**src/rtl/prbs31_pam4_symbol_checker_pkg.sv**
```systemverilog
// -----------------------------------------------------------------------------
// prbs31_pam4_symbol_checker_pkg
//
// Shared definitions for the PAM-4 PRBS31 symbol checker:
//   - PRBS31 (x^31 + x^28 + 1) register length and feedback tap indices
//   - Gray-to-binary decode of a 2-bit PAM-4 symbol
//   - Lock supervisor state encoding
// -----------------------------------------------------------------------------
package prbs31_pam4_symbol_checker_pkg;

    // Length of the PRBS31 shift register.
    localparam int PRBS_LEN = 31;

    // Feedback taps: the next bit is s[TAP_A] ^ s[TAP_B], shifted in at s[0].
    localparam int TAP_A = 30;
    localparam int TAP_B = 27;

    // Lock supervisor states.
    typedef enum logic {
        ST_SEED   = 1'b0,
        ST_LOCKED = 1'b1
    } state_e;

    // Gray decode of one PAM-4 symbol: {b1, b0} = {g1, g1 ^ g0}.
    // b1 is the earlier bit of the PRBS stream.
    function automatic logic [1:0] gray_decode(input logic [1:0] gray);
        return {gray[1], gray[1] ^ gray[0]};
    endfunction

endpackage

```
**src/rtl/prbs31_pam4_symbol_checker_lfsr.sv**
```systemverilog
// -----------------------------------------------------------------------------
// prbs31_lfsr_2step
//
// PRBS31 shift register that moves two bits per symbol. It either loads the two
// received bits (seeding) or advances with its own two predicted bits
// (checking), so a received bit error never corrupts the local sequence.
//
// Ports
//   clk           in   system clock
//   rst           in   synchronous active-high reset (register cleared to 0)
//   load_en_i     in   shift rx_bits_i into the register this cycle
//   advance_en_i  in   shift the predicted bits into the register this cycle
//   rx_bits_i     in   received binary bits {b1, b0}, b1 earlier
//   pred_bits_o   out  predicted bits {p1, p0} for the current symbol
//   load_zero_o   out  register would be all-zero after loading rx_bits_i
// -----------------------------------------------------------------------------
module prbs31_lfsr_2step
    import prbs31_pam4_symbol_checker_pkg::*;
(
    input  logic       clk,
    input  logic       rst,
    input  logic       load_en_i,
    input  logic       advance_en_i,
    input  logic [1:0] rx_bits_i,
    output logic [1:0] pred_bits_o,
    output logic       load_zero_o
);

    logic [PRBS_LEN-1:0] state_q;
    logic [PRBS_LEN-1:0] state_d;
    logic [PRBS_LEN-1:0] load_val;
    logic                p1;
    logic                p0;

    // p0 is the second step of the recurrence; its taps sit one position
    // lower because p1 has conceptually been shifted in already.
    assign p1 = state_q[TAP_A] ^ state_q[TAP_B];
    assign p0 = state_q[TAP_A-1] ^ state_q[TAP_B-1];
    assign pred_bits_o = {p1, p0};

    assign load_val    = {state_q[PRBS_LEN-3:0], rx_bits_i};
    assign load_zero_o = (load_val == '0);

    always_comb begin
        state_d = state_q;
        if (load_en_i) begin
            state_d = load_val;
        end else if (advance_en_i) begin
            state_d = {state_q[PRBS_LEN-3:0], p1, p0};
        end
    end

    always_ff @(posedge clk) begin
        if (rst) begin
            state_q <= '0;
        end else begin
            state_q <= state_d;
        end
    end

endmodule

```
**config.mk**
```make
export PLATFORM = sky130hd
export DESIGN_NAME = prbs31_lfsr_2step
export DESIGN_NICKNAME = d
export VERILOG_FILES = /design/src/rtl/prbs31_pam4_symbol_checker_pkg.sv /design/src/rtl/prbs31_pam4_symbol_checker_lfsr.sv
export SDC_FILE = /design/constraint.sdc
export NUM_CORES = 1
export LEC_CHECK = 0
export BUFFER_PORTS_ARGS = -buffer_cell sky130_fd_sc_hd__buf_4
export CORE_ASPECT_RATIO = 1.5
export CORE_MARGIN = 2
export CORE_UTILIZATION = 23
export CTS_BUF_LIST = sky130_fd_sc_hd__clkbuf_8
export DETAILED_ROUTE_END_ITERATION = 8
export PLACE_DENSITY_LB_ADDON = 0.3
export SLEW_MARGIN = 40
export SYNTH_ARGS = -nofsm -noshare
export SYNTH_HDL_FRONTEND = slang
export SYNTH_SLANG_ARGS = --single-unit
```
**constraint.sdc**
```tcl
create_clock -name clk -period 0.85 [get_ports clk]
set_input_delay 0.085 -clock clk [delete_from_list [all_inputs] [get_ports clk]]
set_output_delay 0.085 -clock clk [all_outputs]
set_load 0.02 [all_outputs]
```
### Word level (Yosys, flattened, before mapping)

Index checks and enable logic that the tools add are counted.

| storage, ports and cells | value |
|---|---|
| bits in registers | 31 |
| input port bits | 6 |
| output and inout bits | 3 |
| logic and storage cells | 7 |

| cells by class | value |
|---|---|
| mux-type cells | 2 |
| bitwise logic cells | 2 |
| reduce and logical (&&, ||, !) cells | 2 |

Operators with widths:

| kind | count |
|---|---|
| $mux W31 | 2 |
| $logic_not A31 Y1 | 1 |
| $reduce_bool A2 Y1 | 1 |
| $xor A1 B1 Y1 | 2 |

### Logic depth before layout (Yosys ltp)

| logic depth | value |
|---|---|
| depth after elaboration | 3 |
| mapped depth | 5 |
| mapped depth without buffers | 3 |

### Least setup slack after synthesis

Ideal clock, no wire load.

| path | value |
|---|---|
| path type | flip-flop to output port |
| from | register state_q[2] |
| to | output load_zero_o |
| data arrival time | 0.976 ns |
| data required time | 0.765 ns |
| setup slack | -0.211 ns |
| cell stages (with the launch flop) | 4 |
| cells stage by stage | dfxtp_1 > nor4_1 > nand4_1 > nor2_1 |

| on the way | value |
|---|---|
| longest elaborated chain between the ends | 1 |

RTL lines:

| what | RTL line | RTL |
|---|---|---|
| start, declared | prbs31_pam4_symbol_checker_lfsr.sv:29 | `logic [PRBS_LEN-1:0] state_q;` |
| start signal, assigned | prbs31_pam4_symbol_checker_lfsr.sv:57 | `state_q <= state_d;` |
| $logic_not A31 Y1 | prbs31_pam4_symbol_checker_lfsr.sv:42 | `assign load_zero_o = (load_val == '0);` |
| end, declared | prbs31_pam4_symbol_checker_lfsr.sv:26 | `output logic load_zero_o` |

No other way between the ends.

### Worst setup path after layout

| path | value |
|---|---|
| from | register state_q[7] |
| to | output load_zero_o |

The elaborated chain is that of the path after synthesis.

==> results_dict.tcl <==
set metrics [dict create \
    floorplan.rows 32 \
    ant_cells 0 \
    timing.critical_path.cells "nor4_4, nand4_1, nor2_4, buf_6" \
    timing.hold.worst_path_depth 3 \
    synthesis.area_per_instance_um2 8.00 \
    ios 9 \
    utilization 0.360 \
    hold_viol_final 0 \
    switching_share 0.226 \
    syn-instance-count 154 \
    remaining_drc_errors 0 \
    path_clk_slew_ps 60 \
    powerDensity_nw_per_um2 1540 \
    mostFrequentLayoutCells "59 x sky130_fd_sc_hd__nand2_1, 39 x sky130_fd_sc_hd__buf_4, 26 x sky130_fd_sc_hd__dfxtp_1" \
    critical_path.max_fanout 2 \
    clock-root-buffer "sky130_fd_sc_hd__clkbuf_8" \
    vias_per_cell 4.28 \
    worst-r2r-cell-count 5 \
    num_vias 1133 \
    starting_drt_drc_count 14 \
    share_of_post_route_cells_with_drive_strength_above_1 0.416 \
    cellLeakagePower_uw 0.000710 \
    post_dp_hpwl_um 2050 \
    final_common_cell "sky130_fd_sc_hd__nand2_1" \
    post-layout-total-power_uw 2870 \
    core_area_um2 5160 \
    dieHeight_um 93.7 \
    die_width_um 63.8 \
    mappedNetlistNets 160 \
    ys_warn_count 0 \
    grt_start_max_net_pins 30 \
    dp_cells 256 \
    cp_num_buf_inv 1 \
    outcome "complete, but fails checks" \
    clock_insertion_delay_worst_skew_ps 280 \
    registers.top_by_ff_count "state_q" \
    layout_setup_ws_ps -553 \
    timing.max_cap.violations 0 \
    regs_by_ff_count "state_q x31" \
    worst_setup_start_kind "register" \
    timing.final.crit_share 1.65 \
    portBuffers 8 \
    worstPathArrival_ps 1320 \
    antenna_found_initial 0 \
    power.ir.vdd_worst_uv 1510 \
    stdcell_count 265 \
    tritoncts "built" \
    post_synth_cell_types 18 \
    num-fill-cells 534 \
    internal-power_uw 2220 \
    via_count_of_the_first_global_routing_pass 1147 \
    min_delay_worst_endpoint "state_q[0]" \
    firstDrtPassIters 4 \
    placedInstanceArea_um2 1630 \
    postSynthRegisterBits 31 \
    rsz_0062_raised_after_global_routing "true" \
    design.final.nets 203 \
    final_area_um2 1860 \
    setup_viol 5 \
    global_route_wire_length_before_repair_um 5150 \
    detailedPlace.worstSlack_ps -380 \
    slew_at_the_pin_closest_to_its_max_slew_limit_ps 232 \
    power.net_switching_uw 651 \
    clkPwrFrac 0.395 \
    slowest_delay_ps 340 \
    seq_area_frac_synth 0.504 \
    remaining_global_route_overflow 0 \
    start_util 0.239 \
    totalWireLength_um 2990 \
    globalplace.congestion 0.705 \
    setup_crit_path_kind "register to output port" \
    worst_slew_margin_rel 0.844 \
    cts-root-to-sink-buffers 2 \
    comb_power_share 0.089 \
    path_delay_family "simple AND/OR/NAND/NOR gates" \
    slowest_stage "sky130_fd_sc_hd__dfxtp_2" \
    global_route.usage.total 0.111 \
    sequential_fraction_of_design_power 0.516 \
    ctsHtreeMaxLevel 2 \
    cts_num_sinks 31 \
    worst_clock_skew_ps 4.99 \
    flip_flop_count_of_the_largest_register_after_layout 31 \
    die-area_um2 5970 \
    worst_r2r_startpoint "state_q[27]" \
    critical_path.reg2reg.endpoint "state_q[1]" \
    cp_data_required_time_ps 760 \
    wl_per_cell_um 11.3 \
    achievable_clock_frequency_mhz 713 \
    synth.cell_area_um2 1230 \
    timing_max_transition_violations_final 0 \
    violations_in_the_final_reports "setup timing" \
    tritoncts.num_buffers 5 \
    layout_min_cycle_time_ps 1400 \
    syn2layout_area_growth_pct 51.0 \
    timing.reg2reg.setup_slack_ps -140 \
    worst_hold_startpoint "rx_bits_i[0]" \
    antenna_violating_nets_post_route 0 \
    setup.worst_path.end_class "output port" \
    min-delay-path-class "input pin to register" \
]
[cell usage after synthesis (all sizes together)]
cell type	count	area [um2]
clkbuf	4	18.8
nor3	1	5.00
dfxtp	31	621
o21ai	2	10.0
inv	1	3.75
xor2	2	17.5
nand4	2	12.5
nor2	5	18.8
o22ai	2	12.5
nand2	60	225
buf	7	55.1
a21oi	29	183
or2	1	6.26
nor4	7	43.8
[worst min-delay path, stage by stage]
cell	delay, ps
sky130_fd_sc_hd__buf_4	120
sky130_fd_sc_hd__nand2_1	50
sky130_fd_sc_hd__o22ai_1	70
[metal layers]
layer | global-route usage | up-vias | wire length [um]
met1 | 0.133 | 522 | 1340
met2 | 0.183 | 16 | 1500
li1 | - | 591 | -
met5 | 0 | - | 0
met4 | 0.0435 | 0 | 42
met3 | 0.0336 | 4 | 108
[area by class of cell]
| cell class | instances | area (um2) | share of cell area |
|---|---|---|---|
| inverter | 1 | 3.75 | 0.00202 |
| clock buffer | 6 | 82.6 | 0.0444 |
| multi-input combinational | 111 | 648 | 0.348 |
| sequential | 31 | 627 | 0.337 |
| timing repair buffer | 47 | 409 | 0.220 |
| clock inverter | 1 | 5.00 | 0.00269 |
| tap | 68 | 85.1 | 0.0457 |
[how the worst max path moves through the flow]
stage,from,end,cells after the start
finish,state_q[7],load_zero_o,4
global route,state_q[20],load_zero_o,4
CTS,state_q[0],load_zero_o,4
detailed placement,state_q[1],load_zero_o,5
global placement,state_q[1],load_zero_o,5
floorplan,state_q[13],load_zero_o,3
[kinds of logic after synthesis]
family	share of synthesized area
AND/OR/NAND/NOR	0.253
AO/OA/AOI/OAI	0.166
flip-flops	0.504
buffers and inverters	0.0629
XOR/XNOR	0.0142
[power groups by stage]
stage                     clock network [uW]  registers [uW]  logic (uW)
after global routing                    1240            1480         275
after global placement                     0            1510         243
after floorplan                            0            1510         120
final                                   1140            1480         255
after CTS                               1180            1480         248
after detailed placement                   0            1510         241
[through the flow]
step	setup TNS (ps)	hold WS (ps)
3_3_place_gp	-2250	373
5_1_grt	-1560	86.9
4_1_cts	-1490	75.3
6_report	-1330	86.6
2_1_floorplan	-145	199
3_5_place_dp	-2070	374
[repair_timing]
item / 4_1_cts / 5_1_grt
setup buffers: 3 / 2
setup endpoints to repair: 5 / 6
pin swaps: 8 / 7
hold buffers: 0 / 0
resized for setup: 16 / 11
Power figures use the tool's default switching activity.
